File: src/rtl/seq_divider.sv
// Sequential restoring divider, one quotient bit per cycle, WIDTH-bit operands.
// Define SIGNED_DIV_EN to add the is_signed port for two's-complement division.
module seq_divider #(
  parameter int WIDTH = 32
) (
  input  logic             clk,
  input  logic             rst_n,
  input  logic             start,
  input  logic [WIDTH-1:0] a,
  input  logic [WIDTH-1:0] b,
`ifdef SIGNED_DIV_EN
  input  logic             is_signed,
`endif
  output logic             busy,
  output logic             done,
  output logic [WIDTH-1:0] quotient,
  output logic [WIDTH-1:0] remainder,
  output logic             div_by_zero
);

  localparam int CW = $clog2(WIDTH + 1);

  typedef enum logic [1:0] {
    IDLE,
    RUN,
    DONE
  } state_e;

  state_e state_q, state_d;
  logic [CW-1:0] cnt_q, cnt_d;
  logic [WIDTH-1:0] rem_q, rem_d;
  logic [WIDTH-1:0] quo_q, quo_d;
  logic [WIDTH-1:0] div_q, div_d;
  logic [WIDTH-1:0] q_out_q, q_out_d;
  logic [WIDTH-1:0] r_out_q, r_out_d;
  logic qneg_q, qneg_d;
  logic rneg_q, rneg_d;
  logic dz_q, dz_d;
  logic busy_q, busy_d;
  logic done_q, done_d;

  logic sgn, sa, sb;
  logic [WIDTH-1:0] mag_a, mag_b;
  logic [WIDTH:0] shifted;
  logic [WIDTH-1:0] diff;
  logic borrow;

`ifdef SIGNED_DIV_EN
  assign sgn = is_signed;
`else
  assign sgn = 1'b0;
`endif

  // Divide magnitudes; signs are reapplied in the DONE cycle.
  assign sa    = sgn & a[WIDTH-1];
  assign sb    = sgn & b[WIDTH-1];
  assign mag_a = sa ? -a : a;
  assign mag_b = sb ? -b : b;

  // WIDTH+1-bit trial subtract; low bits suffice when there is no borrow.
  assign shifted = {rem_q, quo_q[WIDTH-1]};
  assign borrow  = shifted < {1'b0, div_q};
  assign diff    = shifted[WIDTH-1:0] - div_q;

  always_comb begin
    state_d = state_q;
    cnt_d   = cnt_q;
    rem_d   = rem_q;
    quo_d   = quo_q;
    div_d   = div_q;
    q_out_d = q_out_q;
    r_out_d = r_out_q;
    qneg_d  = qneg_q;
    rneg_d  = rneg_q;
    dz_d    = dz_q;
    busy_d  = (state_q == RUN);
    done_d  = (state_q == DONE);
    unique case (state_q)
      IDLE: begin
        if (start) begin
          cnt_d = '0;
          div_d = mag_b;
          if (b == '0) begin
            dz_d    = 1'b1;
            quo_d   = '1;
            rem_d   = a;
            qneg_d  = 1'b0;
            rneg_d  = 1'b0;
            state_d = DONE;
          end else begin
            dz_d    = 1'b0;
            quo_d   = mag_a;
            rem_d   = '0;
            qneg_d  = sa ^ sb;
            rneg_d  = sa;
            state_d = RUN;
          end
        end
      end
      RUN: begin
        rem_d = borrow ? shifted[WIDTH-1:0] : diff;
        quo_d = {quo_q[WIDTH-2:0], ~borrow};
        cnt_d = cnt_q + CW'(1);
        if (cnt_q == CW'(WIDTH - 1)) begin
          state_d = DONE;
        end
      end
      DONE: begin
        q_out_d = qneg_q ? -quo_q : quo_q;
        r_out_d = rneg_q ? -rem_q : rem_q;
        state_d = IDLE;
      end
      default: begin
        state_d = IDLE;
      end
    endcase
  end

  always_ff @(posedge clk) begin
    if (!rst_n) begin
      state_q <= IDLE;
      cnt_q   <= '0;
      rem_q   <= '0;
      quo_q   <= '0;
      div_q   <= '0;
      q_out_q <= '0;
      r_out_q <= '0;
      qneg_q  <= 1'b0;
      rneg_q  <= 1'b0;
      dz_q    <= 1'b0;
      busy_q  <= 1'b0;
      done_q  <= 1'b0;
    end else begin
      state_q <= state_d;
      cnt_q   <= cnt_d;
      rem_q   <= rem_d;
      quo_q   <= quo_d;
      div_q   <= div_d;
      q_out_q <= q_out_d;
      r_out_q <= r_out_d;
      qneg_q  <= qneg_d;
      rneg_q  <= rneg_d;
      dz_q    <= dz_d;
      busy_q  <= busy_d;
      done_q  <= done_d;
    end
  end

  assign busy        = busy_q;
  assign done        = done_q;
  assign quotient    = q_out_q;
  assign remainder   = r_out_q;
  assign div_by_zero = dz_q;

endmodule

File: config.mk
export PLATFORM = sky130hd
export DESIGN_NAME = seq_divider
export DESIGN_NICKNAME = d
export VERILOG_FILES = /design/src/rtl/seq_divider.sv
export SDC_FILE = /design/constraint.sdc
export NUM_CORES = 1
export LEC_CHECK = 0
export ABC_AREA = 1
export ABC_CLOCK_PERIOD_IN_PS = 5900
export CAP_MARGIN = 20
export CORE_MARGIN = 3
export CORE_UTILIZATION = 60
export DETAILED_ROUTE_END_ITERATION = 8
export HOLD_SLACK_MARGIN = 0.03
export PLACE_DENSITY_LB_ADDON = 0.05
export SETUP_SLACK_MARGIN = 0.05
export SYNTH_ARGS = -nofsm -noshare
export SYNTH_HDL_FRONTEND = slang
export SYNTH_SLANG_ARGS = --single-unit
File: constraint.sdc
create_clock -name clk -period 5.9 [get_ports clk]
set_input_delay 1.18 -clock clk [delete_from_list [all_inputs] [get_ports clk]]
set_output_delay 1.18 -clock clk [all_outputs]
set_load 0.005 [all_outputs]
; ---- Word level (Yosys, flattened, before mapping)
; Cells that the tools add are included.
[op_classes]
n_bitwise = 1
n_reduce_logical = 6
div = 0
n_eq_ne = 5
n_addsub = 2
shifts = 0
mul = 0
magnitude_cmp = 1
mux = 14
[ops]
columns = operator, count
row1 = $mux W32, 5
row2 = $pmux W32 S2, 2
row3 = $lt A33 B32 Y1, 1
row4 = $logic_not A32 Y1, 1
row5 = $sub A32 B32 Y32, 1
row6 = $pmux W6 S2, 1
row7 = $add A6 B1 Y6 const B, 1
row8 = $eq A6 B5 Y1 const B, 1
row9 = $mux W2, 3
row10 = $mux W6, 1
row11 = $reduce_and A2 Y1, 3
row12 = $pmux W2 S2, 1
row13 = $eq A2 B1 Y1 const B, 1
row14 = $eq A2 B2 Y1 const B, 1
row15 = $logic_not A2 Y1, 1
row16 = $ne A2 B1 Y1 const B, 1
row17 = $ne A2 B2 Y1 const B, 1
row18 = $reduce_bool A2 Y1, 1
row19 = $mux W1, 1
row20 = $not A1 Y1, 1
[totals]
regBits = 171
output_inout_bits = 67
wordCells = 39
latchBits = 0
ramBits = 0
romBits = 0
inputBits = 67
n_memories = 0

; ---- Depth between registers and ports, before layout
[depth]
depth_word = 4
depth_mapped = 17
depth_no_buf = 16

; ---- Least setup slack after synthesis
; Ideal clock, no wire load.
[synth_timing]
path_kind = input to register
startpoint = in b[7]
endpoint = reg rem_q[0]
path_slack_ps = 3566
arrival_time_ps = 2264
setup_ps = 70
path_buffers = 1
path_stages = 8
required_time_ps = 5830
cell_sequence = nor4_1 -> nand4_1 -> nor2_1 -> buf_2 -> nand2_1 -> nand2_1 -> nand2_1 -> a21oi_1
[synth_via]
elab_chain_cells = 4
[synth_lines]
columns = item, line
row1 = start: declaration, 10  ; input logic [WIDTH-1:0] b,
row2 = $logic_not A32 Y1, 83  ; if (b == '0) begin
row3 = $mux W32, 83
row4 = $mux W32, 80  ; if (start) begin
row5 = $pmux W32 S2, 78  ; unique case (state_q)
row6 = end signal: assignment, 136  ; rem_q <= rem_d;
row7 = end: declaration, 31  ; logic [WIDTH-1:0] rem_q, rem_d;
; No other way between the ends. The select of a mux whose other input is x is not followed.
; A chain may end at the register's enable or synchronous reset.

; ---- Worst setup path after layout
[layout_timing]
startpoint = reg rem_q[7]
endpoint = reg rem_q[26]
[layout_via]
elab_chain_cells = 3
word_cells_on_any_way = 4
cone_classes = 1 x add/sub / 1 x order compare / 2 x mux
[layout_lines]
columns = item, line
row1 = $sub A32 B32 Y32 or $lt A33 B32 Y1 (tied branches), "63, 62"
row2 = $mux W32 *, 101  ; rem_d = borrow ? shifted[WIDTH-1:0] : diff;
row3 = $pmux W32 S2 *, 78
; Mark *: on every way between the ends. The rest lies on a longest branch, timed or not.

==> impl_metrics.yaml <==
power:
  leakagePower_nw: 5.55
  p_per_area_nw_per_um2: 334
  ir_drop_mv: 0.199
setup_path:
  max_stage_delay_ps: 650
  critPathCaptureType: "flip-flop"
  critPathMaxFanout: 33
  crit_type: "flip-flop to flip-flop"
  required_ps: 6220
  critical_path_buf_inv_count: 2
  crit_arrival_ps: 3800
  crit_path_top_delay_cell: "nand2_2"
  crit_path_start_kind: "flip-flop"
  crit_family: "simple AND/OR/NAND/NOR gates"
  path_cells: "ha_1 > nand2_2 > inv_1 > nand2_1 > nand2_1 > inv_1 > nand3_2 > nand2_2 > nand2_2 > nand2_2 > nand2_2 > nand2_1 > nand2_1 > nand2_1 > a21oi_1"
placement:
  gp_congestion: 0.984
  port_buffers: 133
  placed_area_um2: 11200
  dp.final_hpwl_um: 20300
detailed_routing:
  first_iter_violations: 766
  vias: 9819
  avgViaCountPerCell: 5.46
  final_antenna_net_count: 0
  drc: 0
  drt-total-wl_um: 27800
  routedWlPerCell_um: 15.5
  drtPass1Iterations: 6
yosys:
  yosysWarnings: 0
  synth_top_cell_by_area: "dfxtp_1"
  yosysSeqAreaShare_pct: 34.9
  ys_seq_elements: 171
  synthTopCellsByArea: "dfxtp_1 35%, nand2_1 13%, o21ai_0 8.7%"
  synth_edf_count: 0
  synth_common_cells: "351 x nand2_1, 216 x inv_1, 171 x dfxtp_1, 171 x o21ai_0, 129 x nor2_1"
  yosysMostFrequentCell: "nand2_1"
  avgSynthCellArea_um2: 6.64
  async_reset_ff_share_pct: 0
  synth_nets: 1581
  syn_inst: 1480
  synthFlopType: "dfxtp_1"
  synth_cell_types: 35
  synth_top_area_share_pct: 34.9
  synth_area_um2: 9820
global_route:
  grt_max_degree: 100
  grt_pass1_wl_um: 44500
  use_met1_pct: 42.7
  grt_pass1_vias: 8989
  track_usage_pct: 30.7
  use_met3_pct: 4.65
  antenna_found_initial: 0
  busiest_layer: "met2"
  grt.overflow.total: 0
  met2_usage_pct: 49.2
clock_network:
  htreeDepth: 4
  cts_resized: 0
  clkTransAtPathRegs_ps: 70
  cts_root_buffer: "clkbuf_16"
  clock_sinks: 171
  numCtsBuffers: 17
  clockBufferDepth: 2
  clkLatencyLatePin_ps: 430
  cts_setup_buffers: 0
  hold_buffers: 0
  cts_tree: "done"
finish:
  drive_gt1_share_pct: 8.09
  num-nets-final: 1670
  finalInstanceArea_um2: 11800
  syn2layout_area_growth_pct: 19.8
  antenna_cells: 0
floorplan:
  initial_core_util_pct: 61.6
  die_h_um: 134
  rows: 46
  ios: 134
  dieWidth_um: 134
  die_area_um2: 17900
  core-area_um2: 15900
min_path:
  hold_path_class: "flip-flop to flip-flop"
sta:
  period_needed_ps: 3490
  fin_tns_setup_ps: 0
  worst_slew_pin_slew_ps: 848
  setup_viol: 0
  finClkSkew_ps: 12.3
  fmax_ghz: 0.287
  hold_viol_final: 0
  finalMaxSlewViolations: 0
  rsz0062_at_grt: "no"
  timing.final.crit_share_pct: 59.1
  relSlewSlack_pct: 43.3
run:
  drv_cap: 0
status:
  status: "complete, no violations"
power by group:
part | total, W | switching (W) | internal [W] | leakage [nW]
Sequential | 0.00134 | 0.0000818 | 0.00126 | 1.40
Combinational | 0.00147 | 0.000945 | 0.000525 | 3.86
Clock | 0.00112 | 0.000541 | 0.000577 | 0.279
Total | 0.00393 | 0.00157 | 0.00236 | 5.55
flip-flops by register name (all words and copies together) (netlist names):
| name | flops |
|---|---|
| busy | 1 |
| div_q | 32 |
| remainder | 32 |
| quotient | 32 |
| done | 1 |
| quo_q | 32 |
| cnt_q | 6 |
| div_by_zero | 1 |
| rem_q | 32 |
| state_q | 2 |
logic make-up after synthesis:
group           share of synthesized area [%]
flops                                    34.9
xor+xnor                                 1.34
compound gates                           18.9
fa+ha+maj                                4.41
simple gates                             28.3
buf+inv                                  12.2
routing by layer:
| layer | up-vias | share of wire, % |
|---|---|---|
| met5 | - | 0 |
| met4 | 0 | 2.7 |
| met3 | 45 | 7.3 |
| met2 | 376 | 45 |
| met1 | 4448 | 45 |
| li1 | 4950 | - |
placed cells by master (no fill, tap or decap):
master | Yosys | routed
nor2_4 | 1 | 3
clkbuf_16 | 0 | 17
inv_1 | 216 | 216
a21oi_2 | 21 | 21
o21bai_1 | 2 | 2
nand3_2 | 41 | 42
nand3b_1 | 3 | 3
o21ai_0 | 171 | 171
a32o_1 | 1 | 1
xnor2_1 | 13 | 13
o21ai_2 | 0 | 1
fa_1 | 1 | 1
inv_8 | 0 | 5
a221oi_1 | 1 | 1
or2_2 | 2 | 2
buf_4 | 1 | 10
nand2_1 | 351 | 351
xor2_1 | 2 | 2
nand3_1 | 52 | 51
nor2_1 | 129 | 126
clkinv_8 | 0 | 2
buf_8 | 0 | 1
nor2_2 | 4 | 5
nor3_1 | 5 | 5
clkbuf_8 | 2 | 1
clkdlybuf4s50_1 | 0 | 132
and2_1 | 3 | 3
clkinvlp_4 | 0 | 3
inv_6 | 0 | 4
dfxtp_1 | 171 | 171
nand2_2 | 7 | 7
buf_16 | 0 | 1
ha_1 | 33 | 33
a31oi_1 | 28 | 28
a21oi_1 | 120 | 120
nand4_1 | 13 | 13
inv_2 | 3 | 3
nor4_1 | 11 | 11
final timing paths:
kind              from   endpoint  slack (ps)  depth (start not counted)
min reg2reg  div_q[26]  div_q[26]         460                          2
min          div_q[26]  div_q[26]         460                          2
max reg2reg   rem_q[7]  rem_q[26]        2410                         15
max           rem_q[7]  rem_q[26]        2410                         15
through the flow:
step           util, %  worst slack (ps)  hold WS (ps)  cells  total power (W)
6_report          73.8              2410           461   1798          0.00393
5_1_grt           73.8              2170           490   1798          0.00416
4_1_cts           73.7              2450           465   1797          0.00390
3_5_place_dp      70.0              2190           455   1765          0.00280
3_3_place_gp      69.9              2140           447   1764          0.00277
2_1_floorplan        -              3570           433   1480          0.00242
layout make-up:
type	count	area (um2)
Multi-Input combinational cell	1016	5230
Fill cell	1358	4180
Sequential cell	171	3420
Timing Repair Buffer	144	1440
Inverter	219	822
Clock buffer	18	439
Tap cell	216	270
Clock inverter	14	146
worst register-to-register path: cells and delay by family, from the launching register on:
kind | cells | cell delay (ps)
AOI/OAI and AO/OA | 1 | 70
and+or+nand+nor | 11 | 2440
buffers and inverters | 2 | 120
adders and majority gates | 1 | 390
DFF | 1 | 360
Power figures use the tool's default switching activity.
